--- config.mk ---
export PLATFORM = sky130hd
export DESIGN_NAME = smc_counter_lite18_flat
export DESIGN_NICKNAME = d
export VERILOG_FILES = /design/src/rtl/smc_counter_lite18_pkg.sv /design/src/rtl/smc_counter_lite18_if.sv /design/src/rtl/smc_counter_lite18_dn_counter.sv /design/src/rtl/smc_counter_lite18.sv /design/src/flat_wrapper.sv
export SDC_FILE = /design/constraint.sdc
export NUM_CORES = 1
export LEC_CHECK = 0
export CORE_ASPECT_RATIO = 1.75
export CORE_MARGIN = 5
export CORE_UTILIZATION = 45
export CTS_CLUSTER_SIZE = 24
export DETAILED_ROUTE_END_ITERATION = 16
export GPL_ROUTABILITY_DRIVEN = 0
export GPL_TIMING_DRIVEN = 0
export PLACE_DENSITY = 0.79
export SETUP_SLACK_MARGIN = 0.05
export SYNTH_ARGS = -nofsm -noshare
export SYNTH_HDL_FRONTEND = slang
export SYNTH_SLANG_ARGS = --single-unit
--- constraint.sdc ---
create_clock -name sys_clk18 -period 1.9 [get_ports sys_clk18]
set_input_delay 0.19 -clock sys_clk18 [delete_from_list [all_inputs] [get_ports sys_clk18]]
set_output_delay 0.19 -clock sys_clk18 [all_outputs]
set_load 0.02 [all_outputs]
--- src/rtl/smc_counter_lite18_pkg.sv ---
// Shared widths and constants for the SMC18 timing-counter stage.
// Covers default field widths, zero constants and counter slot indices.
package smc_counter_lite18_pkg;

  localparam int TIM_W_DEF = 2;
  localparam int WS_W_DEF  = 8;

  localparam logic [TIM_W_DEF-1:0] TIM_ZERO = '0;
  localparam logic [WS_W_DEF-1:0]  WS_ZERO  = '0;

  // Slots of the two narrow counters built by the generate loop in the top.
  localparam int CTR_CSLE = 0;
  localparam int CTR_CSTE = 1;
  localparam int N_TIM_CTR = 2;

endpackage

--- src/rtl/smc_counter_lite18_if.sv ---
// Control/config/count bundle between the SMC18 state machine (master)
// and the timing-counter stage (slave).
interface smc_counter_lite18_if
  import smc_counter_lite18_pkg::*;
#(
  parameter int TIM_W = TIM_W_DEF,
  parameter int WS_W  = WS_W_DEF
);

  logic             valid_access18;
  logic             le_enable18;
  logic             ws_enable18;
  logic             cste_enable18;
  logic             smc_done18;
  logic [TIM_W-1:0] csle_tim18;
  logic [TIM_W-1:0] cste_tim18;
  logic [TIM_W-1:0] oete_tim18;
  logic [WS_W-1:0]  ws_tim18;

  logic [TIM_W-1:0] r_csle_count18;
  logic [TIM_W-1:0] r_cste_count18;
  logic [WS_W-1:0]  r_ws_count18;
  logic [TIM_W-1:0] r_csle_store18;
  logic [TIM_W-1:0] r_oete_store18;
  logic [TIM_W-1:0] r_cste_store18;
  logic [WS_W-1:0]  r_ws_store18;

  modport master (
    output valid_access18, le_enable18, ws_enable18, cste_enable18, smc_done18,
    output csle_tim18, cste_tim18, oete_tim18, ws_tim18,
    input  r_csle_count18, r_cste_count18, r_ws_count18,
    input  r_csle_store18, r_oete_store18, r_cste_store18, r_ws_store18
  );

  modport slave (
    input  valid_access18, le_enable18, ws_enable18, cste_enable18, smc_done18,
    input  csle_tim18, cste_tim18, oete_tim18, ws_tim18,
    output r_csle_count18, r_cste_count18, r_ws_count18,
    output r_csle_store18, r_oete_store18, r_cste_store18, r_ws_store18
  );

endinterface

--- src/rtl/smc_counter_lite18_dn_counter.sv ---
// Saturating down-counter: load beats reload, reload beats decrement,
// and a decrement request at zero holds zero.
module smc_dn_counter18 #(
  parameter int W = 2
) (
  input  logic         sys_clk18,
  input  logic         n_sys_reset18,
  input  logic         load,
  input  logic [W-1:0] load_val,
  input  logic         reload,
  input  logic [W-1:0] reload_val,
  input  logic         enable,
  output logic [W-1:0] count
);

  logic [W-1:0] count_reg;
  logic [W-1:0] count_next;

  always_comb begin
    count_next = count_reg;
    if (load) begin
      count_next = load_val;
    end else if (reload) begin
      count_next = reload_val;
    end else if (enable && (count_reg != '0)) begin
      count_next = count_reg - 1'b1;
    end
  end

  always_ff @(posedge sys_clk18 or negedge n_sys_reset18) begin
    if (!n_sys_reset18) begin
      count_reg <= '0;
    end else begin
      count_reg <= count_next;
    end
  end

  assign count = count_reg;

endmodule

--- src/rtl/smc_counter_lite18.sv ---
// SMC18 timing-counter stage: per-access config stores plus the CSLE,
// CSTE and wait-state down-counters decoded by the state machine.
module smc_counter_lite18
  import smc_counter_lite18_pkg::*;
#(
  parameter int TIM_W = TIM_W_DEF,
  parameter int WS_W  = WS_W_DEF
) (
  input logic                 sys_clk18,
  input logic                 n_sys_reset18,
  smc_counter_lite18_if.slave bus
);

  logic [TIM_W-1:0] csle_store_reg;
  logic [TIM_W-1:0] oete_store_reg;
  logic [TIM_W-1:0] cste_store_reg;
  logic [WS_W-1:0]  ws_store_reg;

  // Stores are written only by a new access; beats of a multiple access
  // reload their counters from here.
  always_ff @(posedge sys_clk18 or negedge n_sys_reset18) begin
    if (!n_sys_reset18) begin
      csle_store_reg <= '0;
      oete_store_reg <= '0;
      cste_store_reg <= '0;
      ws_store_reg   <= '0;
    end else if (bus.valid_access18) begin
      csle_store_reg <= bus.csle_tim18;
      oete_store_reg <= bus.oete_tim18;
      cste_store_reg <= bus.cste_tim18;
      ws_store_reg   <= bus.ws_tim18;
    end
  end

  logic [TIM_W-1:0] tim_cfg   [N_TIM_CTR];
  logic [TIM_W-1:0] tim_store [N_TIM_CTR];
  logic             tim_en    [N_TIM_CTR];
  logic [TIM_W-1:0] tim_count [N_TIM_CTR];

  assign tim_cfg[CTR_CSLE]   = bus.csle_tim18;
  assign tim_cfg[CTR_CSTE]   = bus.cste_tim18;
  assign tim_store[CTR_CSLE] = csle_store_reg;
  assign tim_store[CTR_CSTE] = cste_store_reg;
  assign tim_en[CTR_CSLE]    = bus.le_enable18;
  assign tim_en[CTR_CSTE]    = bus.cste_enable18;

  generate
    for (genvar gi = 0; gi < N_TIM_CTR; gi++) begin : g_tim_ctr
      smc_dn_counter18 #(.W(TIM_W)) u_ctr (
        .sys_clk18     (sys_clk18),
        .n_sys_reset18 (n_sys_reset18),
        .load          (bus.valid_access18),
        .load_val      (tim_cfg[gi]),
        .reload        (bus.smc_done18),
        .reload_val    (tim_store[gi]),
        .enable        (tim_en[gi]),
        .count         (tim_count[gi])
      );
    end
  endgenerate

  logic [WS_W-1:0] ws_count;

  smc_dn_counter18 #(.W(WS_W)) u_ws_ctr (
    .sys_clk18     (sys_clk18),
    .n_sys_reset18 (n_sys_reset18),
    .load          (bus.valid_access18),
    .load_val      (bus.ws_tim18),
    .reload        (bus.smc_done18),
    .reload_val    (ws_store_reg),
    .enable        (bus.ws_enable18),
    .count         (ws_count)
  );

  assign bus.r_csle_count18 = tim_count[CTR_CSLE];
  assign bus.r_cste_count18 = tim_count[CTR_CSTE];
  assign bus.r_ws_count18   = ws_count;
  assign bus.r_csle_store18 = csle_store_reg;
  assign bus.r_oete_store18 = oete_store_reg;
  assign bus.r_cste_store18 = cste_store_reg;
  assign bus.r_ws_store18   = ws_store_reg;

endmodule

--- src/flat_wrapper.sv ---
// flat-port wrapper written by rule: the top's interface ports become plain ports
module smc_counter_lite18_flat import smc_counter_lite18_pkg::*;
#(
  parameter int TIM_W = TIM_W_DEF,
  parameter int WS_W  = WS_W_DEF
)
  (sys_clk18, n_sys_reset18, bus_valid_access18, bus_le_enable18, bus_ws_enable18, bus_cste_enable18, bus_smc_done18, bus_csle_tim18, bus_cste_tim18, bus_oete_tim18, bus_ws_tim18, bus_r_csle_count18, bus_r_cste_count18, bus_r_ws_count18, bus_r_csle_store18, bus_r_oete_store18, bus_r_cste_store18, bus_r_ws_store18);
  smc_counter_lite18_if #(.TIM_W(TIM_W), .WS_W(WS_W)) bus_i ();
  input logic sys_clk18;
  input logic n_sys_reset18;
  input wire logic [$bits(bus_i.valid_access18)-1:0] bus_valid_access18;
  input wire logic [$bits(bus_i.le_enable18)-1:0] bus_le_enable18;
  input wire logic [$bits(bus_i.ws_enable18)-1:0] bus_ws_enable18;
  input wire logic [$bits(bus_i.cste_enable18)-1:0] bus_cste_enable18;
  input wire logic [$bits(bus_i.smc_done18)-1:0] bus_smc_done18;
  input wire logic [$bits(bus_i.csle_tim18)-1:0] bus_csle_tim18;
  input wire logic [$bits(bus_i.cste_tim18)-1:0] bus_cste_tim18;
  input wire logic [$bits(bus_i.oete_tim18)-1:0] bus_oete_tim18;
  input wire logic [$bits(bus_i.ws_tim18)-1:0] bus_ws_tim18;
  output wire logic [$bits(bus_i.r_csle_count18)-1:0] bus_r_csle_count18;
  output wire logic [$bits(bus_i.r_cste_count18)-1:0] bus_r_cste_count18;
  output wire logic [$bits(bus_i.r_ws_count18)-1:0] bus_r_ws_count18;
  output wire logic [$bits(bus_i.r_csle_store18)-1:0] bus_r_csle_store18;
  output wire logic [$bits(bus_i.r_oete_store18)-1:0] bus_r_oete_store18;
  output wire logic [$bits(bus_i.r_cste_store18)-1:0] bus_r_cste_store18;
  output wire logic [$bits(bus_i.r_ws_store18)-1:0] bus_r_ws_store18;
  assign bus_i.valid_access18 = bus_valid_access18;
  assign bus_i.le_enable18 = bus_le_enable18;
  assign bus_i.ws_enable18 = bus_ws_enable18;
  assign bus_i.cste_enable18 = bus_cste_enable18;
  assign bus_i.smc_done18 = bus_smc_done18;
  assign bus_i.csle_tim18 = bus_csle_tim18;
  assign bus_i.cste_tim18 = bus_cste_tim18;
  assign bus_i.oete_tim18 = bus_oete_tim18;
  assign bus_i.ws_tim18 = bus_ws_tim18;
  assign bus_r_csle_count18 = bus_i.r_csle_count18;
  assign bus_r_cste_count18 = bus_i.r_cste_count18;
  assign bus_r_ws_count18 = bus_i.r_ws_count18;
  assign bus_r_csle_store18 = bus_i.r_csle_store18;
  assign bus_r_oete_store18 = bus_i.r_oete_store18;
  assign bus_r_cste_store18 = bus_i.r_cste_store18;
  assign bus_r_ws_store18 = bus_i.r_ws_store18;
  smc_counter_lite18 #(.TIM_W(TIM_W), .WS_W(WS_W)) u_core (.sys_clk18(sys_clk18), .n_sys_reset18(n_sys_reset18), .bus(bus_i));
endmodule
==> flow_summary.ini, run 1 <==
[outcome]
run_status = complete, no violations

[timing]
min_period_over_period = 0.9196
fmax_mhz = 572.3
maxSlewHeadroom = 0.2422
final_max_slew_viol_count = 0
tns_ns = 0
fin_crit_ns = 1.747
hold_violations = 0
setup_viol = 0
final.setup_skew_ns = 0.0004916
worst_pin_slew_ns = 1.133
rsz0062_at_grt = false
whs_ns = 0.2971

[global_routing]
grt_pass1_wl_um = 6134
grt_overflow = 0
antenna_found_initial = 0
grt_pass1_vias = 1339
grt_max_degree = 27
grt.total_usage = 0.1778

[placement]
dpl.hpwl_um = 2857
portBuffers = 45

[critical_path]
worstReg2RegEnd = u_core.u_ws_ctr.count[6]
rr_worst_depth = 5
max_stage_delay_ns = 0.42
path_cells = inv_1 -> ha_1 -> nor3b_1 -> nand3_1 -> a32o_1
cp_num_cells = 5
crit_path_end_kind = register
critical_path_required_ns = 2.07
crit_path_start_kind = register
path_max_fanout = 4
cp_top_family = simple AND/OR/NAND/NOR gates
r2r_start = u_core.u_ws_ctr.count[0]
critical_path_class = register to register
rrSetupSlack_ns = 0.15
cp_slowest_cell = nor3b_1
arrival_ns = 1.91
path_buf_inv = 1

[power]
power_per_cell_area_nw_per_um2 = 781.1
vdd_drop_max_mv = 0.5503
pwr-share-clk = 0.233
power_leakage_uw = 0.0008328
seqPwrFrac = 0.444
internal-power_uw = 1057
combPwrFrac = 0.323
switching_share = 0.3151
p_switching_uw = 486.3

[floorplan]
rows = 27
die_area_um2 = 4414
core-area_um2 = 3108
num_io_pins = 47
start_util = 0.4557
die_w_um = 52.41
die_y_um = 84.22

[worst_hold_path]
hp-start = bus_valid_access18
hold-path-endpoint = u_core.u_ws_ctr.count[6]
hold_path_depth = 3
hp-class = input port to register

[flow_run]
maxCapViolCount = 0

[clock_tree]
cts_buffers = 3
cts_tree = built
cts_setup_buffers = 0
cts.path.max_buffers = 2
holdBufCountCts = 0
cts_num_sinks = 26
clkLatencyLatePin_ns = 0.27
cts-root-buf = clkbuf_8
clk_pin_slew_ns = 0.09
post_cts_resized = 0
h-tree-depth = 1

[routing]
first_iter_violations = 48
drc = 0
drt_wl_total_um = 3552
dr.pass1.iters = 4
ant_nets = 0
num_vias = 1235
via_per_inst = 5.441
wl_per_cell_um = 15.65

[finish]
final_util = 0.6357
drive_gt1_frac = 0.1196
syn2layout_area_growth_pct = 39.49
finalNetCount = 210
antenna_cells = 0

[yosys]
synth_top_cell_by_area = dfrtp_1
yosysMostFrequentCell = dfrtp_1
synth-main-ff-cell = dfrtp_1
avgSynthCellArea_um2 = 10.49
synth.distinct_cells = 45
synth_edf_count = 0
ys_seq_area_frac = 0.4594
yosys-top-cells-count = dfrtp_1 (26), inv_1 (11), mux2_2 (10), o21ai_0 (8), nand2_1 (7)
synth_top_area_share = 0.4594
synth_cells = 135
synthesis.area_um2 = 1416
synth.area.top_cells = dfrtp_1 (46%), mux2_2 (8.0%), ha_1 (3.5%)
synth_fp_nets = 160
synth-seq-cells = 26
ys_warn_count = 0
ys_async_sr_fraction = 1.000
[per-layer routing]
layer | wire length (um) | track usage | vias up
met4 | 47 | 0.04884 | 0
met5 | 0 | 0 | -
li1 | - | - | 586
met3 | 151 | 0.02487 | 5
met2 | 1959 | 0.3145 | 39
met1 | 1394 | 0.2174 | 605
[cells by family after synthesis]
group | Yosys count | synth area share
compound gates | 35 | 0.1723
simple gates | 35 | 0.1467
flops | 26 | 0.4594
buf+inv | 17 | 0.05212
mux | 15 | 0.1157
fa+ha+maj | 4 | 0.03534
xor+xnor | 3 | 0.01855
[power groups by stage]
stage / Sequential (uW) / Combinational [uW] / Clock [uW]
finish: 685 / 498 / 360
global route: 698 / 539 / 395
CTS: 684 / 505 / 363
detailed placement: 695 / 502 / 0
global placement: 691 / 489 / 0
floorplan: 763 / 193 / 0
[worst min-delay path, stage by stage]
cell and delay [ns]:
buf_2 0.15, nand2b_1 0.08, a32o_1 0.12
[through the flow]
stage | power (uW) | worst slack [ns] | cell area [um^2] | cells
floorplan | 956.1 | 0.2260 | 1416 | 135
global placement | 1180 | 0.1162 | 1921 | 223
detailed placement | 1197 | 0.1139 | 1921 | 223
CTS | 1553 | 0.1472 | 1976 | 227
global route | 1632 | 0.05856 | 1976 | 227
finish | 1543 | 0.1528 | 1976 | 227
[cell usage in the layout (no fill, tap or decap), drive strengths merged, types with 4 or more instances in the layout]
cell / instances
ha: 4
nand3: 4
clkdlybuf4s50: 45
a21oi: 5
clkbuf: 7
mux2i: 4
inv: 11
mux2: 11
nor2: 6
nand2b: 4
o21ai: 9
nand2: 7
dfrtp: 26
[worst max-delay path by stage]
stage                                  start                            endpoint  slack (ns)
floorplan           u_core.u_ws_ctr.count[0]            u_core.u_ws_ctr.count[4]        0.23
global placement              bus_smc_done18  u_core.g_tim_ctr[0].u_ctr.count[1]        0.12
detailed placement            bus_smc_done18            u_core.u_ws_ctr.count[2]        0.11
CTS                 u_core.u_ws_ctr.count[0]            u_core.u_ws_ctr.count[6]        0.15
global route        u_core.u_ws_ctr.count[0]            u_core.u_ws_ctr.count[6]        0.06
finish              u_core.u_ws_ctr.count[0]            u_core.u_ws_ctr.count[6]        0.15
[final cells by class]
| type | instances | area (um^2) |
|---|---|---|
| Buffer | 6 | 32.53 |
| Clock buffer | 4 | 55.05 |
| Fill cell | 269 | 1132 |
| Inverter | 11 | 41.29 |
| Multi-Input combinational cell | 92 | 691.9 |
| Sequential cell | 26 | 650.6 |
| Tap cell | 43 | 53.80 |
| Timing Repair Buffer | 45 | 450.4 |
Note: power is estimated with default switching activity, not from simulation.
==> run 2: changes to the inputs <==
- CORE_UTILIZATION: 45 -> 41
- GPL_TIMING_DRIVEN: 0 -> 1
- PLACE_DENSITY: 0.79 -> 0.73
==> run 2 against run 1 <==
Count of clock-buffer cells in the layout decreased by 1. Worst setup slack improved by 0.043 ns. Non-clock buffer count increased by 1. Flip-flop and latch count unchanged. Cell area increased by 0.57%. Register-to-register slack improved by 0.04 ns. Fmax increased by 2.5%. Critical endpoint is now u_core.u_ws_ctr.count[4]. Largest power group unchanged. Highest routed layer unchanged.
==> flow_summary.ini, run 2 (same netlist as run 1, synthesis figures left out) <==
[outcome]
run_status = complete, no violations

[critical_path]
rr_worst_depth = 6
critical_path_required_ns = 2.05
arrival_ns = 1.86
path_cells = inv_1 -> ha_1 -> nor4b_4 -> a21boi_2 -> or3_1 -> and3_1
critical_path_class = register to register
path_max_fanout = 5
max_stage_delay_ns = 0.41
crit_path_end_kind = register
cp_slowest_cell = dfrtp_1
crit_path_start_kind = register

[global_routing]
grt_max_degree = 27
grt_pass1_vias = 1292
grt_pass1_wl_um = 5595
antenna_found_initial = 0
grt_overflow = 0
grt.total_usage = 0.1560

[timing]
final.setup_skew_ns = 0.003555
rsz0062_at_grt = false
min_period_over_period = 0.8970
fmax_mhz = 586.8
setup_viol = 0
fin_crit_ns = 1.704
tns_ns = 0
hold_violations = 0
final_max_slew_viol_count = 0
maxSlewHeadroom = 0.6897
worst_pin_slew_ns = 0.4637

[routing]
drc = 0
dr.pass1.iters = 4
ant_nets = 0
wl_per_cell_um = 14.90
num_vias = 1253
drt_wl_total_um = 3411
via_per_inst = 5.472
first_iter_violations = 30

[power]
power_leakage_uw = 0.0008402
p_total_uw = 1479
vdd_drop_max_mv = 0.6513
power_per_cell_area_nw_per_um2 = 744.2

[placement]
dpl.hpwl_um = 2775
portBuffers = 46

[clock_tree]
clk_pin_slew_ns = 0.08
cts_num_sinks = 26
holdBufCountCts = 0
cts.path.max_buffers = 2
h-tree-depth = 1
cts_buffers = 3
clkLatencyLatePin_ns = 0.26
cts-root-buf = clkbuf_8
cts_tree = built

[floorplan]
core-area_um2 = 3363
die_area_um2 = 4776
rows = 28
num_io_pins = 47
die_w_um = 54.43
start_util = 0.4211
die_y_um = 87.75

[finish]
regArea_um2 = 650.6
layout_commonest_cell = clkdlybuf4s50_1
finalNetCount = 211
nFillCells = 311
multi_input_area_um2 = 691.9
drive_gt1_frac = 0.1359
antenna_cells = 0
layout_common_cells = clkdlybuf4s50_1 (46), dfrtp_1 (26), inv_1 (10), mux2_2 (10), o21ai_0 (8)
syn2layout_area_growth_pct = 40.28

[flow_run]
maxCapViolCount = 0

[worst_hold_path]
hp-class = input port to async pin
run 2: path summary, 6_finish.rpt:
path                                         startpoint                           end  slack [ns]
max in group asynchronous                 n_sys_reset18      u_core.u_ws_ctr.count[0]        1.37
max                            u_core.u_ws_ctr.count[1]      u_core.u_ws_ctr.count[4]        0.20
max reg2reg                    u_core.u_ws_ctr.count[1]      u_core.u_ws_ctr.count[4]        0.20
min                                       n_sys_reset18    u_core.bus.r_ws_store18[2]        0.29
min in group sys_clk18     u_core.bus.r_oete_store18[0]  u_core.bus.r_oete_store18[0]        0.51
min reg2reg                u_core.bus.r_oete_store18[0]  u_core.bus.r_oete_store18[0]        0.51
run 2: cell type report:
class	count	area share
clock buffer	3	0.02078
sequential	26	0.3275
tap	45	0.02834
multi-input combinational	92	0.3482
timing repair buffer	52	0.2544
inverter	11	0.02078
run 2: repair_timing:
item / CTS / global route
gates resized for setup: 0 / 1
buffers inserted: 0 / 1
setup endpoints to repair: 0 / 1
endpoints found under the hold margin: 0 / 0
run 2: power breakdown:
part,internal [uW],leakage (uW),switching (uW)
clock,141,0.0000216,148
sequential,616,0.000311,68.5
combinational,262,0.000507,243
total,1020,0.000840,459
run 2: layer usage:
metal / track usage / part of all wire / wire length, um / vias up
met5: 0 / 0 / 0 / -
met1: 0.1661 / 0.37 / 1276 / 620
met4: 0.05215 / 0.017 / 59 / 0
li1: - / - / - / 587
met3: 0.02896 / 0.051 / 173 / 6
met2: 0.2912 / 0.56 / 1901 / 40
run 2: critical path, delay by kind of cell (launching register included):
family | cells | cell delay [ns]
compound gates | 1 | 0.14
fa+ha+maj | 1 | 0.16
buf+inv | 1 | 0.11
flops | 1 | 0.41
simple gates | 3 | 0.78
run 2: metrics by stage:
step / util / std cells / hold WS [ns] / setup WS [ns] / cell area [um^2]
after floorplan: - / 135 / -0.1056 / 0.2260 / 1416
after detailed placement: 0.5763 / 225 / 0.5019 / 0.1234 / 1938
final: 0.5908 / 229 / 0.2929 / 0.1958 / 1987
after CTS: 0.5885 / 228 / 0.3021 / 0.1289 / 1979
after global placement: 0.5763 / 225 / 0.4948 / 0.1765 / 1938
after global routing: 0.5908 / 229 / 0.3299 / 0.09287 / 1987
